**src/rtl/program_loader_pkg.sv**
```systemverilog
// Shared definitions for the program loader: default widths, byte constants and FSM states.
// Optional checksum support is enabled by PROGRAM_LOADER_CHECKSUM_EN.
package program_loader_pkg;

    localparam int INS_W_DEF  = 13;
    localparam int ADDR_W_DEF = 8;
    localparam int BYTE_W     = 8;

    typedef enum logic [2:0] {
        IDLE,
        CNT,
        HI,
        LO,
        WR,
`ifdef PROGRAM_LOADER_CHECKSUM_EN
        CHK,
`endif
        DONE,
        ERR
    } state_t;

    // Bits of the HI byte that carry instruction bits; the rest must be zero.
    function automatic logic [BYTE_W-1:0] hi_mask(input int ins_w);
        return 8'((16'd1 << (ins_w - BYTE_W)) - 16'd1);
    endfunction

endpackage

```
**src/rtl/program_loader_checksum.sv**
```systemverilog
// 8-bit modular accumulator for the loader byte stream, with a zero check against a final byte.
// Instantiated only when PROGRAM_LOADER_CHECKSUM_EN is defined.
module loader_checksum (
    input  logic       clk,
    input  logic       rst_n,
    input  logic       clr,
    input  logic       add,
    input  logic [7:0] din,
    output logic       sum_zero
);

    logic [7:0] sum;

    always_ff @(posedge clk or negedge rst_n) begin
        if (!rst_n) begin
            sum <= 8'd0;
        end else if (clr) begin
            sum <= 8'd0;
        end else if (add) begin
            sum <= 8'(sum + din);
        end
    end

    assign sum_zero = (8'(sum + din) == 8'd0);

endmodule

```
**src/rtl/program_loader.sv**
```systemverilog
// Writes a host byte stream (count, then HI/LO byte pairs) into program memory while holding the core.
// Define PROGRAM_LOADER_CHECKSUM_EN to require a trailing checksum byte before Done.
module program_loader
    import program_loader_pkg::*;
#(
    parameter int INS_W  = INS_W_DEF,
    parameter int ADDR_W = ADDR_W_DEF
) (
    input  logic              clk,
    input  logic              nReset,
    input  logic              Ld_Start,
    input  logic [7:0]        Rx_Data,
    input  logic              Rx_Valid,
    output logic              Rx_Ready,
    output logic              PM_WE,
    output logic [ADDR_W-1:0] PM_Addr,
    output logic [INS_W-1:0]  PM_Data,
    output logic              CPU_nHold,
    output logic              Busy,
    output logic              Done,
    output logic              Err
);

    localparam int          HI_BITS = INS_W - BYTE_W;
    localparam int          CNT_W   = ADDR_W + 1;
    localparam logic [7:0]  HI_MASK = hi_mask(INS_W);

    state_t            state, state_nxt;
    logic [CNT_W-1:0]  count;
    logic              xfer;
    logic              start;
    logic              cnt_bad;
    logic              hi_bad;

    assign xfer    = Rx_Valid & Rx_Ready;
    assign cnt_bad = (Rx_Data == 8'd0) || (32'(Rx_Data) > (32'd1 << ADDR_W));
    assign hi_bad  = |(Rx_Data & ~HI_MASK);

`ifdef PROGRAM_LOADER_CHECKSUM_EN
    logic sum_ok;

    loader_checksum u_checksum (
        .clk      (clk),
        .rst_n    (nReset),
        .clr      (start),
        .add      (xfer && (state == CNT || state == HI || state == LO)),
        .din      (Rx_Data),
        .sum_zero (sum_ok)
    );
`endif

    always_ff @(posedge clk or negedge nReset) begin
        if (!nReset) begin
            state <= IDLE;
        end else begin
            state <= state_nxt;
        end
    end

    always_comb begin
        state_nxt = state;
        Rx_Ready  = 1'b0;
        start     = 1'b0;
        case (state)
            IDLE, DONE, ERR: begin
                if (Ld_Start) begin
                    start     = 1'b1;
                    state_nxt = CNT;
                end
            end
            CNT: begin
                Rx_Ready = 1'b1;
                if (xfer) state_nxt = cnt_bad ? ERR : HI;
            end
            HI: begin
                Rx_Ready = 1'b1;
                if (xfer) state_nxt = hi_bad ? ERR : LO;
            end
            LO: begin
                Rx_Ready = 1'b1;
                if (xfer) state_nxt = WR;
            end
            WR: begin
`ifdef PROGRAM_LOADER_CHECKSUM_EN
                state_nxt = (count == CNT_W'(1)) ? CHK : HI;
`else
                state_nxt = (count == CNT_W'(1)) ? DONE : HI;
`endif
            end
`ifdef PROGRAM_LOADER_CHECKSUM_EN
            CHK: begin
                Rx_Ready = 1'b1;
                if (xfer) state_nxt = sum_ok ? DONE : ERR;
            end
`endif
            default: state_nxt = IDLE;
        endcase
    end

    // Status flags are registered on the transition so they line up with the new state.
    always_ff @(posedge clk or negedge nReset) begin
        if (!nReset) begin
            PM_WE     <= 1'b0;
            PM_Addr   <= '0;
            PM_Data   <= '0;
            CPU_nHold <= 1'b1;
            Busy      <= 1'b0;
            Done      <= 1'b0;
            Err       <= 1'b0;
            count     <= '0;
        end else begin
            PM_WE <= (state == LO) && xfer;
            if (start) begin
                Done      <= 1'b0;
                Err       <= 1'b0;
                PM_Addr   <= '0;
                CPU_nHold <= 1'b0;
                Busy      <= 1'b1;
            end
            if (state == CNT && xfer && !cnt_bad) count <= CNT_W'(Rx_Data);
            if (state == HI && xfer) PM_Data[INS_W-1:BYTE_W] <= Rx_Data[HI_BITS-1:0];
            if (state == LO && xfer) PM_Data[BYTE_W-1:0] <= Rx_Data;
            if (state == WR) begin
                PM_Addr <= PM_Addr + ADDR_W'(1);
                count   <= count - CNT_W'(1);
            end
            if (state_nxt == DONE && state != DONE) begin
                Done      <= 1'b1;
                Busy      <= 1'b0;
                CPU_nHold <= 1'b1;
            end
            if (state_nxt == ERR && state != ERR) begin
                Err  <= 1'b1;
                Busy <= 1'b0;
            end
        end
    end

endmodule

```
**config.mk**
```make
export PLATFORM = sky130hd
export DESIGN_NAME = program_loader
export DESIGN_NICKNAME = d
export VERILOG_FILES = /design/src/rtl/program_loader_pkg.sv /design/src/rtl/program_loader_checksum.sv /design/src/rtl/program_loader.sv
export SDC_FILE = /design/constraint.sdc
export NUM_CORES = 1
export LEC_CHECK = 0
export CORE_MARGIN = 5
export CORE_UTILIZATION = 40
export DETAILED_ROUTE_END_ITERATION = 16
export PLACE_DENSITY = 0.67
export SYNTH_ARGS = -nofsm -noshare
export SYNTH_HDL_FRONTEND = slang
export SYNTH_SLANG_ARGS = --single-unit
```
**constraint.sdc**
```tcl
create_clock -name clk -period 2.1 [get_ports clk]
set_input_delay 0.21 -clock clk [delete_from_list [all_inputs] [get_ports clk]]
set_output_delay 0.21 -clock clk [all_outputs]
set_load 0.03 [all_outputs]
```
==> out/qor.yml <==
finish:
  seqCellArea_um2: 953
  diodes: 0
  final_cells: 303
  drive_gt1_share_pct: 18.6
  fillers: 426
  final_core_util_pct: 53.7
  multi_input_area_um2: 921
  area_growth_pct: 30.4
  num-nets-final: 250
worst_setup_path:
  worstSetupEndpointType: "output pin"
  crit_fanout: 11
  r2r_start: "state[2]"
  worstSetupStartpointType: "flip-flop"
  critical_path_buf_inv_count: 1
  crit_top_cell: "nor2_1"
  cp_cell_sequence: "nor2_1, nor2_1, clkdlybuf4s50_1"
  rrSetupSlack_ps: 390
  cp_slowest_cell: "clkdlybuf4s50_1"
  reg2regPathDepth: 3
  cp_data_arrival_time_ps: 1690
  worstPathRequired_ps: 1890
  max_stage_delay_ps: 690
  worstSetupPathType: "flip-flop to output pin"
  reg2reg_to: "PM_Data[9]"
  critical-path-top-delay-family: "buffers and inverters"
cts:
  cts-buffers-inserted: 5
  cts-root-buf: "clkbuf_8"
  cts.clk_slew.worst_paths_ps: 80
  worstSkewPairLatency_ps: 290
  clockBufferDepth: 2
  htree_levels: 2
  clock-sinks: 38
  cts_tree: "built"
sta:
  period_minus_slack_ps: 1900
  post-route-period-util_pct: 90.5
  hold_violations: 0
  setup-tns-final_ps: 0
  fmax_mhz: 526
  worst_pin_slew_ps: 832
  fin_skew_ps: 6.54
  rsz0062_at_grt: "no"
  setup_slack_ps: 200
  drv_slew: 0
  slew_headroom_pct: 44.6
  setup_violations: 0
synthesis:
  synth.distinct_cells: 48
  avgSynthCellArea_um2: 10.2
  synth-edff-count: 0
  ys_async_sr_fraction_pct: 100
  syn_inst: 191
  synth_seq_cells: 38
  yosysMostFrequentCell: "dfrtp_1"
  synth_top_area_share_pct: 47.6
  seq_area_frac_synth_pct: 48.9
  syn_nets: 206
  synthTopCellsByCount: "dfrtp_1, nand2_1, nand3_1"
  syn_area_um2: 1950
  synthTopCellsByArea: "dfrtp_1, mux2_2, nand3_1"
  yosysTopAreaCell: "dfrtp_1"
  ys.flop_type: "dfrtp_1"
  yosys_warnings: 0
die:
  rows: 25
  die-area_um2: 6360
  ioPinCount: 39
  die_x_um: 79.7
  initial_utilization_pct: 41.2
  core_area_um2: 4720
  chipHeight_um: 79.7
grt:
  grt_pass1_vias: 1566
  grtUsageTotal_pct: 15.4
  antenna_found_initial: 0
  gr-total-overflow: 0
  grt_pass1_wl_mm: 7.61
  grt_max_degree: 39
pwr:
  vdd_drop_max_v: 0.000901
  total_power_uw: 3760
  p_leak_uw: 0.00102
  power.density_nw_per_um2: 1480
placed_design:
  port_buffers: 38
  gp_congestion: 0.814
  place_inst: 295
  post-place-ws_ps: 52.6
  dpl.hpwl_mm: 3.12
min_path:
  hp-class: "primary input to asynchronous set/reset pin"
routing:
  wl_mm: 4.38
  drcViolationCount: 0
  vias: 1578
  wire_per_inst_um: 14.5
  dr.pass1.iters: 4
  drt_iter0_drc: 95
  final_antenna_net_count: 0
  via_per_inst: 5.21
flow_run:
  drv_cap: 0
outcome:
  status: "complete, no violations"
==> metal layers <==
layer / track usage (%) / vias up / share of wire [%]
li1: - / 787 / -
met2: 22.0 / 35 / 44
met1: 22.2 / 748 / 50
met3: 3.95 / 8 / 4.2
met5: 0 / - / 0
met4: 6.08 / 0 / 1.8
==> worst max-delay path by stage <==
stage / start / end / slack (ps) / cells after the start
final: state[0] / Rx_Ready / 200 / 3
after global routing: state[0] / Rx_Ready / 60 / 3
after CTS: state[1] / Rx_Ready / 70 / 3
after detailed placement: Rx_Data[2] / count[8] / 50 / 5
after global placement: Rx_Data[5] / count[8] / 110 / 5
after floorplan: state[2] / PM_Data[10] / 520 / 4
==> where the power goes <==
group | switching (µW) | internal (µW) | total (µW) | leakage [µW]
combinational | 992 | 824 | 1820 | 0.000497
clock | 260 | 332 | 592 | 0.0000575
sequential | 313 | 1040 | 1350 | 0.000469
==> cell families after synthesis <==
logic type                 count (synthesis)  synth area share [%]
DFF                                       38                  48.9
xor gates and xnor gates                   1                 0.450
muxes                                     15                  8.55
buffers and inverters                     17                  3.73
and+or+nand+nor                           78                  22.0
adders and majority gates                  3                  1.93
AOI/OAI and AO/OA                         39                  14.4
==> what timing repair did <==
| action | CTS | global route |
|---|---|---|
| setup endpoints to repair | 0 | 1 |
| setup buffers | 0 | 0 |
| hold buffers | 0 | 0 |
| gates resized for setup | 0 | 1 |
==> cell usage in the layout, fill, tap and decap left out, types with 3 or more instances in the layout <==
cell type,count
dfrtp_1,36
nand4_1,4
nor2b_1,3
inv_1,7
a21oi_1,8
o21ai_0,6
clkdlybuf4s50_1,37
nand3_1,16
nor2_1,14
o211ai_1,6
mux2_2,13
a31oi_1,3
nand2_1,19
ha_1,3
or3_1,3
clkbuf_8,8
buf_4,9
==> stage by stage <==
step,cell area [µm²],hold WS (ps)
floorplan,1950,-85.6
global placement,2430,370
detailed placement,2430,371
CTS,2540,53.9
global route,2540,108
finish,2540,12.7
==> worst register-to-register path, delay by kind of cell, from the launching register on <==
kind          cells  cell delay, ps
mux               1             390
simple gates      2             690
flops             1             520
==> final cells by class <==
cell class	instances	share of cell area, %
clock buffer	8	4.34
inverter	7	1.04
multi-input combinational	136	36.3
sequential	38	37.6
tap	67	3.30
timing repair buffer	47	17.5
==> state kept, by name (all words and copies together) (netlist names) <==
signal	cells
Busy	1
CPU_nHold	1
Done	1
Err	1
PM_Addr	8
PM_Data	13
PM_WE	1
count	9
state	3
No activity file was read; power rests on OpenSTA's default activity.
